<file path="config.mk">
export PLATFORM = sky130hd
export DESIGN_NAME = sdram_arbiter
export DESIGN_NICKNAME = d
export VERILOG_FILES = /design/src/rtl/sdram_pkg.sv /design/src/rtl/rr_pick2.sv /design/src/rtl/sdram_arbiter.sv
export SDC_FILE = /design/constraint.sdc
export NUM_CORES = 1
export LEC_CHECK = 0
export CORE_MARGIN = 2
export CORE_UTILIZATION = 35
export CTS_CLUSTER_DIAMETER = 100
export DETAILED_ROUTE_END_ITERATION = 12
export PLACE_DENSITY = 0.68
export SLEW_MARGIN = 10
export SYNTH_ARGS = -nofsm -noshare
export SYNTH_HDL_FRONTEND = slang
export SYNTH_SLANG_ARGS = --single-unit
</file>
<file path="constraint.sdc">
create_clock -name clk -period 2.52 [get_ports clk]
set_input_delay 0.756 -clock clk [delete_from_list [all_inputs] [get_ports clk]]
set_output_delay 0.756 -clock clk [all_outputs]
set_load 0.005 [all_outputs]
</file>
<file path="src/rtl/sdram_pkg.sv">
// Shared types and constants for the SDRAM request path.
// Imported by the arbiter and its picker.
package sdram_pkg;

  localparam int SD_ADDR_W  = 24;
  localparam int SD_DATA_W  = 32;
  localparam int SD_WIDTH_W = 2;

  localparam logic [SD_WIDTH_W-1:0] W8  = 2'd0;
  localparam logic [SD_WIDTH_W-1:0] W16 = 2'd1;
  localparam logic [SD_WIDTH_W-1:0] W32 = 2'd2;

  typedef enum logic [1:0] {
    IDLE,
    ISSUE,
    WAIT
  } state_t;

endpackage

</file>
<file path="src/rtl/rr_pick2.sv">
// Two-way request picker: fixed priority to port 0,
// or round-robin against the last grant.
module rr_pick2 (
  input  logic [1:0] reqs,
  input  logic       last,
  input  logic       prio0,
  output logic       grant,
  output logic       valid
);

  always_comb begin
    valid = |reqs;
    grant = 1'b0;
    if (reqs == 2'b11)
      grant = prio0 ? 1'b0 : ~last;
    else
      grant = reqs[1];
  end

endmodule

</file>
<file path="src/rtl/sdram_arbiter.sv">
// Two-client arbiter in front of the SDRAM controller,
// with enable/ready handshake, timeout and sticky error.
module sdram_arbiter
  import sdram_pkg::*;
#(
  parameter bit PRIO0   = 1'b0,
  parameter int TIMEOUT = 64
) (
  input  logic                  clk,
  input  logic                  rst_n,
  input  logic                  p0_req,
  input  logic [SD_ADDR_W-1:0]  p0_addr,
  input  logic                  p0_write,
  input  logic [SD_DATA_W-1:0]  p0_wdata,
  input  logic [SD_WIDTH_W-1:0] p0_width,
  output logic                  p0_ack,
  output logic [SD_DATA_W-1:0]  p0_rdata,
  input  logic                  p1_req,
  input  logic [SD_ADDR_W-1:0]  p1_addr,
  input  logic                  p1_write,
  input  logic [SD_DATA_W-1:0]  p1_wdata,
  input  logic [SD_WIDTH_W-1:0] p1_width,
  output logic                  p1_ack,
  output logic [SD_DATA_W-1:0]  p1_rdata,
  output logic                  sd_enable,
  output logic [SD_ADDR_W-1:0]  sd_addr,
  output logic                  sd_write,
  output logic [SD_DATA_W-1:0]  sd_wdata,
  output logic [SD_WIDTH_W-1:0] sd_width,
  input  logic                  sd_ready,
  input  logic [SD_DATA_W-1:0]  sd_rdata,
  output logic                  err
);

  localparam logic [7:0] TO_LAST = 8'(TIMEOUT - 1);

  state_t     state, state_nx;
  logic       gnt, last, seen_ready;
  logic [7:0] cnt;
  logic       pick_gnt, pick_vld;
  logic       tmo, go, drop, done, abort;

  rr_pick2 u_pick (
    .reqs  ({p1_req, p0_req}),
    .last  (last),
    .prio0 (PRIO0),
    .grant (pick_gnt),
    .valid (pick_vld)
  );

  always_ff @(posedge clk or negedge rst_n) begin
    if (!rst_n) state <= IDLE;
    else        state <= state_nx;
  end

  always_comb begin
    state_nx = state;
    unique case (state)
      IDLE:    if (go) state_nx = ISSUE;
      ISSUE: begin
        if (abort)     state_nx = IDLE;
        else if (drop) state_nx = WAIT;
      end
      WAIT:    if (done || abort) state_nx = IDLE;
      default: state_nx = IDLE;
    endcase
  end

  // Ready low before it was ever seen high means the
  // controller is still initialising, not accepting.
  always_comb begin
    tmo   = seen_ready && (cnt >= TO_LAST);
    go    = 1'b0;
    drop  = 1'b0;
    done  = 1'b0;
    abort = 1'b0;
    unique case (state)
      IDLE:  go = pick_vld;
      ISSUE: begin
        abort = tmo;
        drop  = !tmo && seen_ready && !sd_ready;
      end
      WAIT: begin
        done  = sd_ready;
        abort = tmo && !sd_ready;
      end
      default: ;
    endcase
  end

  always_ff @(posedge clk or negedge rst_n) begin
    if (!rst_n) begin
      gnt        <= 1'b0;
      last       <= 1'b1;
      seen_ready <= 1'b0;
      cnt        <= '0;
      sd_enable  <= 1'b0;
      sd_addr    <= '0;
      sd_write   <= 1'b0;
      sd_wdata   <= '0;
      sd_width   <= '0;
      p0_ack     <= 1'b0;
      p1_ack     <= 1'b0;
      p0_rdata   <= '0;
      p1_rdata   <= '0;
      err        <= 1'b0;
    end else begin
      p0_ack <= 1'b0;
      p1_ack <= 1'b0;
      if (sd_ready)
        seen_ready <= 1'b1;
      if (state != IDLE && seen_ready)
        cnt <= cnt + 8'd1;
      if (go) begin
        gnt       <= pick_gnt;
        last      <= pick_gnt;
        cnt       <= '0;
        sd_enable <= 1'b1;
        sd_addr   <= pick_gnt ? p1_addr  : p0_addr;
        sd_write  <= pick_gnt ? p1_write : p0_write;
        sd_wdata  <= pick_gnt ? p1_wdata : p0_wdata;
        sd_width  <= pick_gnt ? p1_width : p0_width;
      end
      if (drop)
        sd_enable <= 1'b0;
      if (done || abort) begin
        sd_enable <= 1'b0;
        if (gnt) p1_ack <= 1'b1;
        else     p0_ack <= 1'b1;
        if (abort) begin
          if (gnt) p1_rdata <= '0;
          else     p0_rdata <= '0;
        end else if (!sd_write) begin
          if (gnt) p1_rdata <= sd_rdata;
          else     p0_rdata <= sd_rdata;
        end
      end
      if (abort)
        err <= 1'b1;
    end
  end

endmodule

</file>
==> run_results.csv, run 1 <==
group,metric,value,unit
run_status,outcome,"completed",
worst_setup_path,critPathSlowestCell,"clkdlybuf4s50_1",
place,dp_slack,-0.0155,ns
layout,regArea,0.00351,mm^2
place,place.port_buffers,281,
detailed_routing,dr.pass1.iters,4,
layout,diodes,0,
layout,multi_input_comb_area,0.00288,mm^2
worst_setup_path,worst-path-buf-inv,1,
global_route,antenna_found_initial,0,
logic_synthesis,synthAdderAreaFrac,0.927,%
detailed_routing,drc_errors,0,
clock_network,cts-root-buf,"clkbuf_16",
floorplan,io_pins,282,
worst_setup_path,cp_data_arrival_time,1.47,ns
power,power_density,943,mW/mm^2
logic_synthesis,synth-main-ff-cell,"dfrtp_1",
logic_synthesis,synth-xor-area-share,0.519,%
global_route,grt_pass1_wl,31.3,mm
detailed_routing,wirelength,19.9,mm
global_route,grt_max_degree,97,
layout,final_util,56.0,%
job,cap_viol_max_count,0,
timing,finalWorstSetupSlack,0.294,ns
power,p_leak,4.18,nW
floorplan,die_height,143,um
detailed_routing,wl_per_cell,16.0,um
place,place.gp.congestion,0.761,
place,dpl-instance-area,0.00996,mm^2
clock_network,clock_latency,0.42,ns
clock_network,cts_hold_buf,0,
detailed_routing,drtAntennaViolNets,0,
timing,setup_violations,0,
clock_network,path_clk_slew,0.06,ns
detailed_routing,via_per_inst,4.88,
global_route,grt_pass1_vias,5856,
worst_setup_path,critPathTopFamily,"buffers and inverters",
logic_synthesis,synth_top_family_by_area,"simple AND/OR/NAND/NOR gates",
layout,nets,1130,
timing,fin_worst_skew,0.00997,ns
worst_setup_path,cp-end-kind,"output port",
detailed_routing,drt_iter0_drc,312,
layout,layout_commonest_cell,"clkdlybuf4s50_1",
worst_setup_path,slowest_delay,0.56,ns
logic_synthesis,syn-num-nets,862,
worst_setup_path,required,1.76,ns
logic_synthesis,synth_seq_cells,140,
floorplan,placementRows,50,
timing,tightest_slew,0.487,ns
timing,holdWs,0.264,ns
clock_network,cts_resized,0,
logic_synthesis,synth_area,0.00675,mm^2
layout,drive_gt1_share,6.82,%
clock_network,cts_tree,"yes",
floorplan,initial_core_util,35.8,%
power,p_total,9.95,mW
layout,design_area,0.0105,mm^2
layout,area_growth,56.3,%
logic_synthesis,synthArstFlopShare,100,%
floorplan,die_w,143,um
worst_setup_path,cp-start-kind,"register",
logic_synthesis,yosys_warnings,0,
place,post-place-cells,1211,
timing,setup_tns,0,ns
logic_synthesis,syn_area_per_cell,9.61,um^2
worst_setup_path,regToRegEndpoint,"p0_rdata[20]",
logic_synthesis,synth_compound_area_share,10.7,%
timing,post-route-period-util,88.3,%
clock_network,cts_buffers,17,
layout,fillers,1647,
detailed_routing,vias,6060,
floorplan,die_area,0.0204,mm^2
timing,max_clock_freq,449,MHz
logic_synthesis,ys_types,43,
layout,mostFrequentLayoutCells,"280 x clkdlybuf4s50_1, 138 x dfrtp_1, 105 x nor2_1",
worst_hold_path,hold_class,"in2async",
logic_synthesis,syn_inst,702,
worst_setup_path,path_cells,"clkdlybuf4s50_1",
clock_network,htreeDepth,4,
timing,slew_viol_final,0,
timing,rsz0062_at_grt,"no",
global_route,grt-ovfl-total,0,
worst_setup_path,worstSetupPathType,"reg2out",
logic_synthesis,synth_edf_count,0,
clock_network,cts.sinks,140,
power,vdd_drop_max,446,uV
worst_setup_path,r2r_start,"state[0]",
global_route,grt_usage,19.7,%
logic_synthesis,ys_seq_area_share,52.0,%
floorplan,core_area,0.0188,mm^2
clock_network,clockBufferDepth,2,
worst_setup_path,r2r_setup_slack,0.58,ns
layout,post_layout_nonfiller_instances,1243,
logic_synthesis,muxShareOfSynthArea,8.92,%
timing,fin_crit,2.23,ns
clock_network,postCtsSetupBuffers,0,
logic_synthesis,yosys.area_share.simple,21.2,%
place,hpwl,14.5,mm
worst_setup_path,r2r_cells,7,
timing,hold_viol,0,
worst_setup_path,path_max_fanout,4,
timing,relSlewSlack,67.5,%
synth_stat cells (5+ instances only):
master,n,area (um^2)
buf_2,22,110
ha_1,5,62.6
inv_1,35,131
nor4_1,33,206
nor3b_1,32,240
nor2_1,105,394
clkbuf_1,26,97.6
mux2i_1,59,591
nand2_1,69,259
dfrtp_1,139,3480
nor3_1,35,175
a2111oi_0,32,280
o21ai_0,64,320
worst max path at each step:
stage / start / end / slack (ns) / cells past startpoint
floorplan: sd_ready / p1_rdata[0] / 0.70 / 6
global placement: sd_ready / p1_rdata[7] / 0.16 / 6
detailed placement: sd_ready / p0_rdata[20] / -0.02 / 6
CTS: sd_write / sd_write / 0.29 / 1
global route: sd_ready / p0_rdata[20] / 0.25 / 6
finish: sd_write / sd_write / 0.29 / 1
logic make-up (layout without fill, tap and decap cells):
family | after synthesis | count (layout)
AND/OR/NAND/NOR | 292 | 292
flip-flops | 140 | 140
AO/OA/AOI/OAI | 112 | 112
buffers and inverters | 89 | 370
multiplexers | 60 | 60
adder cells (fa/ha/maj) | 5 | 5
XOR/XNOR | 4 | 4
sequential cells by signal, summed over array words and instances (netlist names), 2 cells and up:
name / count
p0_rdata: 32
p1_rdata: 32
sd_wdata: 32
sd_addr: 24
cnt: 8
sd_width: 2
state: 2
cell type report:
type                       count  share of cell area [%]
clock buffer                  19                    4.20
multi-input combinational    473                    27.3
clock inverter                13                    1.35
timing repair buffer         303                    29.6
sequential                   140                    33.3
inverter                      35                    1.25
tap                          260                    3.09
power breakdown:
part           switching [mW]  internal [mW]  total, mW
clock                   0.996           1.49       2.48
combinational            1.78           2.15       3.93
sequential              0.556           2.98       3.54
layer usage:
metal	vias up	GRT usage (%)	share of wire [%]
met5	-	0	0
met4	0	6.10	1.5
met3	18	5.10	6.3
met2	221	31.4	48
met1	2842	26.3	44
li1	2979	-	-
No activity file was read; power rests on OpenSTA's default activity.
==> run 2, diff against run 1 <==
Settings changed: CAP_MARGIN from default to 0.
==> results of run 2 <==
The final DEF is identical to that of run 1; final timing and power are the same.
